[src/rtl/apb_pkg.sv]
// rtl/apb_pkg.sv - shared APB widths, completer FSM states and address helper
package apb_pkg;

  localparam int APB_ADDR_W = 32;
  localparam int APB_DATA_W = 32;
  localparam int APB_STRB_W = 4;

  typedef enum logic [1:0] {
    IDLE = 2'd0,
    WAIT = 2'd1,
    RESP = 2'd2
  } apb_state_e;

  // Word index inside a 256-word window; the caller range-checks the offset.
  function automatic logic [7:0] word_index(input logic [APB_ADDR_W-1:0] offset);
    return 8'(offset >> 2);
  endfunction

endpackage

[src/rtl/apb_mem_slave_if.sv]
// rtl/apb_mem_slave_if.sv - APB bus between the stimulus master and the memory completer
interface apb_mem_slave_if;
  import apb_pkg::*;

  logic [APB_ADDR_W-1:0] apb_addr_i;
  logic                  apb_sel_i;
  logic                  apb_enable_i;
  logic                  apb_write_i;
  logic [APB_STRB_W-1:0] apb_strb_i;
  logic [2:0]            apb_prot_i;
  logic [APB_DATA_W-1:0] apb_wdata_i;
  logic                  apb_ready_o;
  logic [APB_DATA_W-1:0] apb_rdata_o;
  logic                  apb_slverr_o;

  modport master (
    output apb_addr_i, apb_sel_i, apb_enable_i, apb_write_i,
           apb_strb_i, apb_prot_i, apb_wdata_i,
    input  apb_ready_o, apb_rdata_o, apb_slverr_o
  );

  modport slave (
    input  apb_addr_i, apb_sel_i, apb_enable_i, apb_write_i,
           apb_strb_i, apb_prot_i, apb_wdata_i,
    output apb_ready_o, apb_rdata_o, apb_slverr_o
  );

endinterface

[src/rtl/apb_mem_slave_regbank.sv]
// rtl/apb_mem_slave_regbank.sv - byte-strobed word storage with read-only ID in word 0
module apb_mem_slave_regbank
  import apb_pkg::*;
#(
  parameter logic [APB_DATA_W-1:0] ID        = '0,
  parameter int                    NUM_WORDS = 16
) (
  input  logic                  clk,
  input  logic                  rst_n,
  input  logic                  clk_en,
  input  logic [7:0]            rd_idx,
  output logic [APB_DATA_W-1:0] rd_data,
  input  logic                  wr_en,
  input  logic [7:0]            wr_idx,
  input  logic [APB_STRB_W-1:0] wr_strb,
  input  logic [APB_DATA_W-1:0] wr_data
);

  localparam int IDX_W = (NUM_WORDS > 1) ? $clog2(NUM_WORDS) : 1;

  logic [APB_DATA_W-1:0] mem [NUM_WORDS];
  logic                  rd_ok;
  logic                  wr_ok;

  assign rd_ok = int'(rd_idx) < NUM_WORDS;
  // Word 0 is never stored: the ID constant is muxed in on reads.
  assign wr_ok = wr_en && clk_en && (wr_idx != 8'd0) && (int'(wr_idx) < NUM_WORDS);

  always_comb begin
    rd_data = '0;
    if (rd_idx == 8'd0) begin
      rd_data = ID;
    end else if (rd_ok) begin
      rd_data = mem[rd_idx[IDX_W-1:0]];
    end
  end

  always_ff @(posedge clk or negedge rst_n) begin
    if (!rst_n) begin
      for (int i = 0; i < NUM_WORDS; i++) begin
        mem[i] <= '0;
      end
    end else if (wr_ok) begin
      for (int b = 0; b < APB_STRB_W; b++) begin
        if (wr_strb[b]) begin
          mem[wr_idx[IDX_W-1:0]][8*b +: 8] <= wr_data[8*b +: 8];
        end
      end
    end
  end

endmodule

[src/rtl/apb_mem_slave.sv]
// rtl/apb_mem_slave.sv - APB memory completer with wait states, SLVERR decode and transfer counter
module apb_mem_slave
  import apb_pkg::*;
#(
  parameter logic [APB_DATA_W-1:0] ID          = '0,
  parameter logic [APB_ADDR_W-1:0] BASE_ADDR   = 32'h0000_0000,
  parameter int                    NUM_WORDS   = 16,
  parameter int                    WAIT_CYCLES = 0
) (
  input  logic           apb_clk_i,
  input  logic           apb_resetn_i,
  input  logic           apb_clk_en_i,
  apb_mem_slave_if.slave apb,
  output logic [15:0]    access_cnt_o
);

  localparam logic [APB_ADDR_W-1:0] SPAN      = APB_ADDR_W'(4 * NUM_WORDS);
  localparam logic [3:0]            WAIT_LOAD = 4'(WAIT_CYCLES);

  apb_state_e state;
  apb_state_e next_state;

  logic [3:0]            wait_cnt;
  logic                  lat_write;
  logic                  lat_err;
  logic [APB_STRB_W-1:0] lat_strb;
  logic [APB_DATA_W-1:0] lat_wdata;
  logic [7:0]            lat_idx;

  logic                  ready_q;
  logic                  slverr_q;
  logic [APB_DATA_W-1:0] rdata_q;
  logic [15:0]           cnt_q;

  logic                  setup;
  logic                  access;
  logic [APB_ADDR_W-1:0] offset;
  logic [7:0]            dec_idx;
  logic                  dec_err;
  logic [7:0]            cur_idx;
  logic                  cur_err;
  logic                  cur_write;
  logic [APB_DATA_W-1:0] mem_rdata;
  logic                  commit;
  logic                  unused_prot;

  assign setup  = apb.apb_sel_i && !apb.apb_enable_i;
  assign access = apb.apb_sel_i && apb.apb_enable_i;

  // Wrapping subtraction pushes addresses below BASE_ADDR far out of range.
  assign offset  = apb.apb_addr_i - BASE_ADDR;
  assign dec_idx = word_index(offset);
  assign dec_err = (apb.apb_addr_i[1:0] != 2'b00) || (offset >= SPAN)
                || (apb.apb_write_i && (dec_idx == 8'd0));

  // With no wait states RESP is entered on the setup edge, before the latches hold the request.
  assign cur_idx   = (state == IDLE) ? dec_idx : lat_idx;
  assign cur_err   = (state == IDLE) ? dec_err : lat_err;
  assign cur_write = (state == IDLE) ? apb.apb_write_i : lat_write;

  assign commit      = (state == RESP) && access;
  assign unused_prot = ^apb.apb_prot_i;

  always_comb begin
    next_state = state;
    case (state)
      IDLE: begin
        if (setup) begin
          next_state = (WAIT_CYCLES > 0) ? WAIT : RESP;
        end
      end
      WAIT: begin
        if (!apb.apb_sel_i) begin
          next_state = IDLE;
        end else if (wait_cnt == 4'd1) begin
          next_state = RESP;
        end
      end
      RESP: begin
        if (access) begin
          next_state = IDLE;
        end
      end
      default: next_state = IDLE;
    endcase
  end

  always_ff @(posedge apb_clk_i or negedge apb_resetn_i) begin
    if (!apb_resetn_i) begin
      state <= IDLE;
    end else if (apb_clk_en_i) begin
      state <= next_state;
    end
  end

  always_ff @(posedge apb_clk_i or negedge apb_resetn_i) begin
    if (!apb_resetn_i) begin
      wait_cnt  <= '0;
      lat_write <= 1'b0;
      lat_err   <= 1'b0;
      lat_strb  <= '0;
      lat_wdata <= '0;
      lat_idx   <= '0;
    end else if (apb_clk_en_i) begin
      if ((state == IDLE) && setup) begin
        wait_cnt  <= WAIT_LOAD;
        lat_write <= apb.apb_write_i;
        lat_err   <= dec_err;
        lat_strb  <= apb.apb_strb_i;
        lat_wdata <= apb.apb_wdata_i;
        lat_idx   <= dec_idx;
      end else if (state == WAIT) begin
        wait_cnt <= wait_cnt - 4'd1;
      end
    end
  end

  always_ff @(posedge apb_clk_i or negedge apb_resetn_i) begin
    if (!apb_resetn_i) begin
      ready_q  <= 1'b0;
      slverr_q <= 1'b0;
      rdata_q  <= '0;
    end else if (apb_clk_en_i) begin
      if (next_state == RESP) begin
        if (state != RESP) begin
          ready_q  <= 1'b1;
          slverr_q <= cur_err;
          rdata_q  <= (cur_write || cur_err) ? '0 : mem_rdata;
        end
      end else begin
        ready_q  <= 1'b0;
        slverr_q <= 1'b0;
        rdata_q  <= '0;
      end
    end
  end

  always_ff @(posedge apb_clk_i or negedge apb_resetn_i) begin
    if (!apb_resetn_i) begin
      cnt_q <= '0;
    end else if (apb_clk_en_i && commit) begin
      cnt_q <= cnt_q + 16'd1;
    end
  end

  apb_mem_slave_regbank #(
    .ID        (ID),
    .NUM_WORDS (NUM_WORDS)
  ) u_regbank (
    .clk     (apb_clk_i),
    .rst_n   (apb_resetn_i),
    .clk_en  (apb_clk_en_i),
    .rd_idx  (cur_idx),
    .rd_data (mem_rdata),
    .wr_en   (commit && lat_write && !lat_err),
    .wr_idx  (lat_idx),
    .wr_strb (lat_strb),
    .wr_data (lat_wdata)
  );

  assign apb.apb_ready_o  = ready_q;
  assign apb.apb_slverr_o = slverr_q;
  assign apb.apb_rdata_o  = rdata_q;
  assign access_cnt_o     = cnt_q;

endmodule
[src/flat_wrapper.sv]
// flat-port wrapper written by rule: the top's interface ports become plain ports
module apb_mem_slave_flat import apb_pkg::*;
#(
  parameter logic [APB_DATA_W-1:0] ID          = '0,
  parameter logic [APB_ADDR_W-1:0] BASE_ADDR   = 32'h0000_0000,
  parameter int                    NUM_WORDS   = 16,
  parameter int                    WAIT_CYCLES = 0
)
  (apb_clk_i, apb_resetn_i, apb_clk_en_i, access_cnt_o, apb_apb_addr_i, apb_apb_sel_i, apb_apb_enable_i, apb_apb_write_i, apb_apb_strb_i, apb_apb_prot_i, apb_apb_wdata_i, apb_apb_ready_o, apb_apb_rdata_o, apb_apb_slverr_o);
  apb_mem_slave_if apb_i ();
  input  logic apb_clk_i;
  input  logic apb_resetn_i;
  input  logic apb_clk_en_i;
  output logic [15:0] access_cnt_o;
  input wire logic [$bits(apb_i.apb_addr_i)-1:0] apb_apb_addr_i;
  input wire logic [$bits(apb_i.apb_sel_i)-1:0] apb_apb_sel_i;
  input wire logic [$bits(apb_i.apb_enable_i)-1:0] apb_apb_enable_i;
  input wire logic [$bits(apb_i.apb_write_i)-1:0] apb_apb_write_i;
  input wire logic [$bits(apb_i.apb_strb_i)-1:0] apb_apb_strb_i;
  input wire logic [$bits(apb_i.apb_prot_i)-1:0] apb_apb_prot_i;
  input wire logic [$bits(apb_i.apb_wdata_i)-1:0] apb_apb_wdata_i;
  output wire logic [$bits(apb_i.apb_ready_o)-1:0] apb_apb_ready_o;
  output wire logic [$bits(apb_i.apb_rdata_o)-1:0] apb_apb_rdata_o;
  output wire logic [$bits(apb_i.apb_slverr_o)-1:0] apb_apb_slverr_o;
  assign apb_i.apb_addr_i = apb_apb_addr_i;
  assign apb_i.apb_sel_i = apb_apb_sel_i;
  assign apb_i.apb_enable_i = apb_apb_enable_i;
  assign apb_i.apb_write_i = apb_apb_write_i;
  assign apb_i.apb_strb_i = apb_apb_strb_i;
  assign apb_i.apb_prot_i = apb_apb_prot_i;
  assign apb_i.apb_wdata_i = apb_apb_wdata_i;
  assign apb_apb_ready_o = apb_i.apb_ready_o;
  assign apb_apb_rdata_o = apb_i.apb_rdata_o;
  assign apb_apb_slverr_o = apb_i.apb_slverr_o;
  apb_mem_slave #(.ID(ID), .BASE_ADDR(BASE_ADDR), .NUM_WORDS(NUM_WORDS), .WAIT_CYCLES(WAIT_CYCLES)) u_core (.apb_clk_i(apb_clk_i), .apb_resetn_i(apb_resetn_i), .apb_clk_en_i(apb_clk_en_i), .apb(apb_i), .access_cnt_o(access_cnt_o));
endmodule
[config.mk]
export PLATFORM = sky130hd
export DESIGN_NAME = apb_mem_slave_flat
export DESIGN_NICKNAME = d
export VERILOG_FILES = /design/src/rtl/apb_pkg.sv /design/src/rtl/apb_mem_slave_if.sv /design/src/rtl/apb_mem_slave_regbank.sv /design/src/rtl/apb_mem_slave.sv /design/src/flat_wrapper.sv
export SDC_FILE = /design/constraint.sdc
export NUM_CORES = 1
export LEC_CHECK = 0
export ABC_CLOCK_PERIOD_IN_PS = 2610
export CAP_MARGIN = 20
export CELL_PAD_IN_SITES_DETAIL_PLACEMENT = 0
export CELL_PAD_IN_SITES_GLOBAL_PLACEMENT = 1
export CORE_MARGIN = 5
export CORE_UTILIZATION = 52
export CTS_BUF_LIST = sky130_fd_sc_hd__clkbuf_4
export CTS_CLUSTER_SIZE = 10
export DETAILED_ROUTE_END_ITERATION = 6
export GPL_ROUTABILITY_DRIVEN = 0
export PLACE_DENSITY = 0.86
export REMOVE_ABC_BUFFERS = 1
export SLEW_MARGIN = 20
export SYNTH_ARGS = -nofsm -noshare
export SYNTH_HDL_FRONTEND = slang
export SYNTH_SLANG_ARGS = --single-unit
[constraint.sdc]
create_clock -name apb_clk_i -period 2.61 [get_ports apb_clk_i]
set_clock_uncertainty 0.05 [all_clocks]
set_input_delay 0.261 -clock apb_clk_i [delete_from_list [all_inputs] [get_ports apb_clk_i]]
set_output_delay 0.261 -clock apb_clk_i [all_outputs]
set_load 0.01 [all_outputs]
# Word-level counts from Yosys, hierarchy flattened

Index checks and enable logic that the tools add are counted.

Flip-flop bits (word level): 614
Input port bits: 77
Output and inout port bits: 50
Word-level logic and storage cells: 110

$add $sub $neg: 2
Order comparisons: 6
Equal/unequal tests: 6
Mux-type cells: 41
Bitwise operators: 2
Reduce and logical (&&, ||, !) cells: 26

Operators by type and width:

| cell                                                                                  | count |
|---|---|
| 512-bit 2-to-1 mux                                                                    | 7 |
| 512-bit bitwise mux                                                                   | 4 |
| 32-bit demux with 4-bit select                                                        | 4 |
| 32-bit 2-to-1 mux                                                                     | 8 |
| 32-bit binary-select mux with 4-bit select                                            | 1 |
| 32-bit by 7-bit greater-or-equal comparator with 1-bit output (second input constant) | 1 |
| 24-bit 2-to-1 mux                                                                     | 1 |
| 16-bit by 1-bit adder with 16-bit output (second input constant)                      | 1 |
| 8-bit logical NOT                                                                     | 2 |
| 8-bit by 5-bit < comparator with 1-bit output (second input constant)                 | 2 |
| 16-bit 2-to-1 mux                                                                     | 1 |
| 8-bit 2-to-1 mux                                                                      | 2 |
| 1-bit logical AND                                                                     | 12 |
| 5-bit greater-or-equal comparator (second input constant)                             | 2 |
| 4-bit inverter with 5-bit output                                                      | 2 |
| 2-bit 2-to-1 mux                                                                      | 4 |
| 4-bit 2-to-1 mux                                                                      | 2 |
| 8-bit nonzero test                                                                    | 1 |
| 1-bit 2-to-1 mux                                                                      | 6 |
| 2-bit one-hot mux with 3 select lines                                                 | 1 |
| 2-bit AND reduction                                                                   | 3 |
| 5-bit by 1-bit < comparator with 1-bit output (second input constant)                 | 1 |
| 2-bit == test (second input constant)                                                 | 2 |
| 4-bit by 1-bit == test with 1-bit output (second input constant)                      | 1 |
| 7 further kinds                                                                       | 12 |

# Longest topological paths before layout

Gate-level depths: netlist of the first run.

Word-level depth: 16
Gate-level depth with buffers: 10
Depth with buffers taken out: 8

# Cells and area by module

A second synthesis of the first run with hierarchy kept.

Cells, all modules: 1,931
Area, all modules: 27,893.0 sq um

Modules (own cells, without submodules):

| module                | times used | cells each | area each (sq um) |
|---|---|---|---|
| apb_mem_slave_regbank | 1          | 1,466      | 23,383.7 |
| apb_mem_slave         | 1          | 465        | 4,509.3 |

# Worst setup path before layout of the first run

OpenSTA, ideal clock, no wires.

Kind: register to register
From: register u_core.lat_idx[7]
To: register u_core.u_regbank.mem[0] in the netlist's numbering
Setup time: 0.125 ns
Arrival: 2.198 ns
Data required time: 2.435 ns
Setup slack: 0.237 ns
Stages on the path, launching flop included: 8
Buffers on the path: 1
Clock period less this slack: 2.373 ns
Cell sequence: dfrtp_1 > or4_1 > nor4_2 > nand3_1 > nor2_1 > and2_1 > buf_2 > mux2_2

Longest elaborated chain between the ends: 3

RTL lines:

| element                                                                                               | RTL line                    | RTL |
|---|---|---|
| from (decl)                                                                                           | apb_mem_slave.sv:28         | `logic [7:0] lat_idx;` |
| from (signal assigned)                                                                                | apb_mem_slave.sv:111        | `lat_idx <= dec_idx;` |
| parallel branches: the longest is 2 deep, another holds 8-bit by 5-bit < comparator with 1-bit output | -                           |  |
| 1-bit logical AND (*)                                                                                 | apb_mem_slave_regbank.sv:27 | `assign wr_ok = wr_en && clk_en && (wr_idx != 8'd0) && (int'(wr_idx) < NUM_WORDS);` |
| to (signal, indexed assignment)                                                                       | apb_mem_slave_regbank.sv:46 | `mem[wr_idx[IDX_W-1:0]][8*b +: 8] <= wr_data[8*b +: 8];` |
| to (decl)                                                                                             | apb_mem_slave_regbank.sv:21 | `logic [APB_DATA_W-1:0] mem [NUM_WORDS];` |

Mark *: on every way between the ends.
A chain may end at the register's enable or synchronous reset.

# Worst setup path in the final report of the first run

From: register u_core.lat_idx[4]
To: register u_core.u_regbank.mem[326] in the netlist's numbering

Same word-level chain as after synthesis.

==> results of run 1 <==
-- power by group through the flow --
stage,clock network (mW),registers (mW),logic (mW)
after floorplan,0,10.5,1.77
after global placement,0,10.8,3.74
after detailed placement,0,10.9,3.79
after CTS,8.51,10.7,3.90
after global routing,9.03,10.8,4.14
final,8.29,10.7,3.95
-- path summary, 6_finish.rpt --
path                       slack (ns)  cells past startpoint                      start                        end
setup / recovery                -0.05                      9          u_core.lat_idx[4]  u_core.u_regbank.mem[326]
hold / removal                    0.1                      3          apb_apb_addr_i[3]          u_core.lat_idx[1]
setup reg to reg                -0.05                      9          u_core.lat_idx[4]  u_core.u_regbank.mem[326]
hold reg to reg                  0.33                      0  u_core.u_regbank.mem[505]  u_core.u_regbank.mem[505]
max in group asynchronous        1.53                      4               apb_resetn_i        u_core.lat_wdata[7]
min in group asynchronous        0.53                      4               apb_resetn_i  u_core.u_regbank.mem[192]
-- synth_stat cells, types with 4 or more instances --
library cell / instances / area (um2)
nand2b_1: 9 / 56.3
dfrtp_1: 614 / 15400
nand3_1: 5 / 25.0
buf_1: 6 / 22.5
o31ai_1: 32 / 240
nor3_1: 5 / 25.0
and2_1: 8 / 50.1
a21oi_1: 98 / 490
clkbuf_1: 141 / 529
buf_2: 20 / 100
mux2i_1: 131 / 1310
mux2_1: 28 / 315
a32oi_1: 64 / 561
nand3b_1: 4 / 30.0
xnor2_1: 10 / 87.6
nand4_1: 7 / 43.8
nand2_1: 372 / 1400
xor2_1: 5 / 43.8
nand2_2: 4 / 25.0
o22ai_1: 31 / 194
o21ai_0: 9 / 45.0
nor4_1: 39 / 244
inv_1: 6 / 22.5
mux2_2: 498 / 5610
nor2_1: 31 / 116
-- cell families (layout without fill, tap and decap cells) --
logic type      after synthesis  in the layout
compound gates              245            245
xor+xnor                     15             15
fa+ha+maj                     3              3
buf+inv                     173            653
flops                       614            614
mux                         657            657
other cells                   0              4
simple gates                500            500
-- worst max-delay path, stage by stage, from the launching register on --
cell and delay, ns:
dfrtp_1 0.38, or4_4 0.57, nor4_4 0.15, buf_4 0.18, nand3b_1 0.21, nor2_2 0.24
buf_4 0.15, nand2_1 0.08, buf_12 0.21, mux2_1 0.30
-- cell type report --
cell class / instances / area, um2
multi-input cells: 1420 / 11500
flip-flops and latches: 614 / 15400
well taps: 680 / 851
repair buffers: 385 / 4440
diodes: 4 / 10.0
inverters: 6 / 22.5
clock inverters: 35 / 295
clock buffers: 227 / 1700
fillers: 3765 / 17500
-- sequential cells by signal, summed over array words and instances (netlist names) --
signal and count:
u_core.u_regbank.mem 512, u_core.apb.apb_slverr_o 1, u_core.lat_err 1, u_core.lat_strb 4
u_core.access_cnt_o 16, u_core.apb.apb_ready_o 1, u_core.lat_wdata 32, u_core.lat_idx 8
u_core.lat_write 1, u_core.state 2, u_core.apb.apb_rdata_o 32, u_core.wait_cnt 4
-- metal layers --
layer,vias up,share of wire [%]
met3,133,6.3
met2,677,50
met5,-,0
met1,10000,41
met4,0,2.9
li1,8732,-
-- per-stage QoR --
stage | hold WS (ns) | worst slack [ns] | std cells | setup TNS (ns)
after floorplan | -0.0846 | -2.30 | 2040 | -172.56
after global placement | 0.245 | -0.231 | 3057 | -18.17
after detailed placement | 0.247 | -0.313 | 3057 | -14.70
after CTS | 0.0130 | -0.0182 | 3367 | -0.0442
after global routing | 0.0634 | -0.116 | 3370 | -10.55
final | 0.0985 | -0.0542 | 3371 | -0.389
-- timing repair --
item                                    in CTS  in global routing
pin swaps                                    4                  4
gates resized for setup                     24                 35
hold buffers                                48                  0
hold endpoints to repair                   659                  0
endpoints found under the setup margin     271                365
==> results.json, run 1 <==
{
  "final_cell_mix": "dfrtp_1, mux2_2, nand2_1, clkbuf_4, mux2i_1",
  "clkSlewWorstSetupHoldPaths_ns": 0.06,
  "pin_count": 127,
  "p_clk_share_pct": 36.1,
  "fmax_mhz": 375,
  "viasPerCell": 5.80,
  "numCtsBuffers": 160,
  "post-route-cell-area_um2": 34200,
  "die_y_um": 239,
  "startpoint_type": "register",
  "synthAdderAreaFrac_pct": 0.138,
  "seq_power_share_pct": 46.7,
  "via_count": 19500,
  "gr-max-usage-layer": "met2",
  "wirelength_um": 73200,
  "swShare_pct": 30.5,
  "synthMuxAreaShare_pct": 26.6,
  "dp_hpwl_um": 46300,
  "die_w_um": 239,
  "outcome": "complete, but fails checks",
  "cts_root_buffer": "clkbuf_4",
  "start_util_pct": 52.7,
  "synth-xor-area-share_pct": 0.483,
  "synth_top_family_by_area": "multiplexers",
  "hold_class": "primary input to register",
  "synth_compound_gate_area_share_pct": 5.94,
  "drt-initial-drc-count": 1239,
  "firstDrtPassIters": 5,
  "p_total_mw": 23.0,
  "critPathKind": "register to register",
  "final_util_pct": 66.2,
  "switchingPower_mw": 7.02,
  "cts_sinks": 614,
  "rsz0062_at_grt": "true",
  "ant_nets": 0,
  "cap_violations": 0,
  "yosysWarnings": 0,
  "p_per_area_nw_per_um2": 673,
  "grt_max_degree": 80,
  "finalCriticalPeriod_ns": 2.66,
  "placed_area_um2": 31400,
  "ys_seq_area_share_pct": 56.5,
  "synth_top_flop_cell": "dfrtp_1",
  "antenna_found_initial": 3,
  "postCtsSetupRepairBufs": 0,
  "areaGrowthSynthToFinish_pct": 25.5,
  "layout_commonest_cell": "dfrtp_1",
  "cts_tree": "yes",
  "syn_area_per_cell_um2": 12.3,
  "setup_viol_count_final": 27,
  "cts_max_level": 4,
  "layout-drive-gt1-share_pct": 38.2,
  "clkLatencyLatePin_ns": 1.01,
  "synth_edf_count": 0,
  "syn_inst": 2207,
  "end_kind": "register",
  "grtUsageMet3_pct": 5.90,
  "drv_slew": 0,
  "grt_pass1_wl_um": 115000,
  "async_reset_ff_share_pct": 100,
  "nets": 2667,
  "grt_util_met1_pct": 32.5,
  "period_share_pct": 102,
  "ir_worst_vdd_uv": 374,
  "yosys.area_share.simple_pct": 7.89,
  "cp_data_required_time_ns": 3.43,
  "critPathMaxFanout": 8,
  "grt_usage_pct": 25.8,
  "slew-limit-headroom_pct": 44.5,
  "ys_seq_elements": 614,
  "clk_path_buf_depth": 3,
  "tightest_slew_ns": 0.832,
  "grt-ovfl-total": 0,
  "drc": 0,
  "ys_types": 45,
  "layout_setup_ws_ns": -0.0542,
  "pwr-share-comb_pct": 17.2,
  "violations": "negative setup slack",
  "core_area_um2": 51600,
  "syn_area_um2": 27200,
  "internal-power_mw": 16.0,
  "port-buffer-count": 123,
  "p_leak_nw": 16.4,
  "num_rows": 83,
  "wl_per_cell_um": 21.7,
  "grt_use_met2_pct": 43.3,
  "cp.arrival_ns": 3.48,
  "grt_pass1_vias": 21100,
  "final_hold_viol_count": 0,
  "die_area_um2": 57000
}
(Power assumes the default switching activity.)
==> run 2, diff against run 1 <==
--- a/config.mk
+++ b/config.mk
@@ -5,6 +5,7 @@
 export SDC_FILE = /design/constraint.sdc
 export NUM_CORES = 1
 export LEC_CHECK = 0
+export ABC_AREA = 0
 export ABC_CLOCK_PERIOD_IN_PS = 2610
 export CAP_MARGIN = 20
 export CELL_PAD_IN_SITES_DETAIL_PLACEMENT = 0
==> results of run 2 <==
Same layout as run 1: the final DEF is identical, and so are final timing and power.
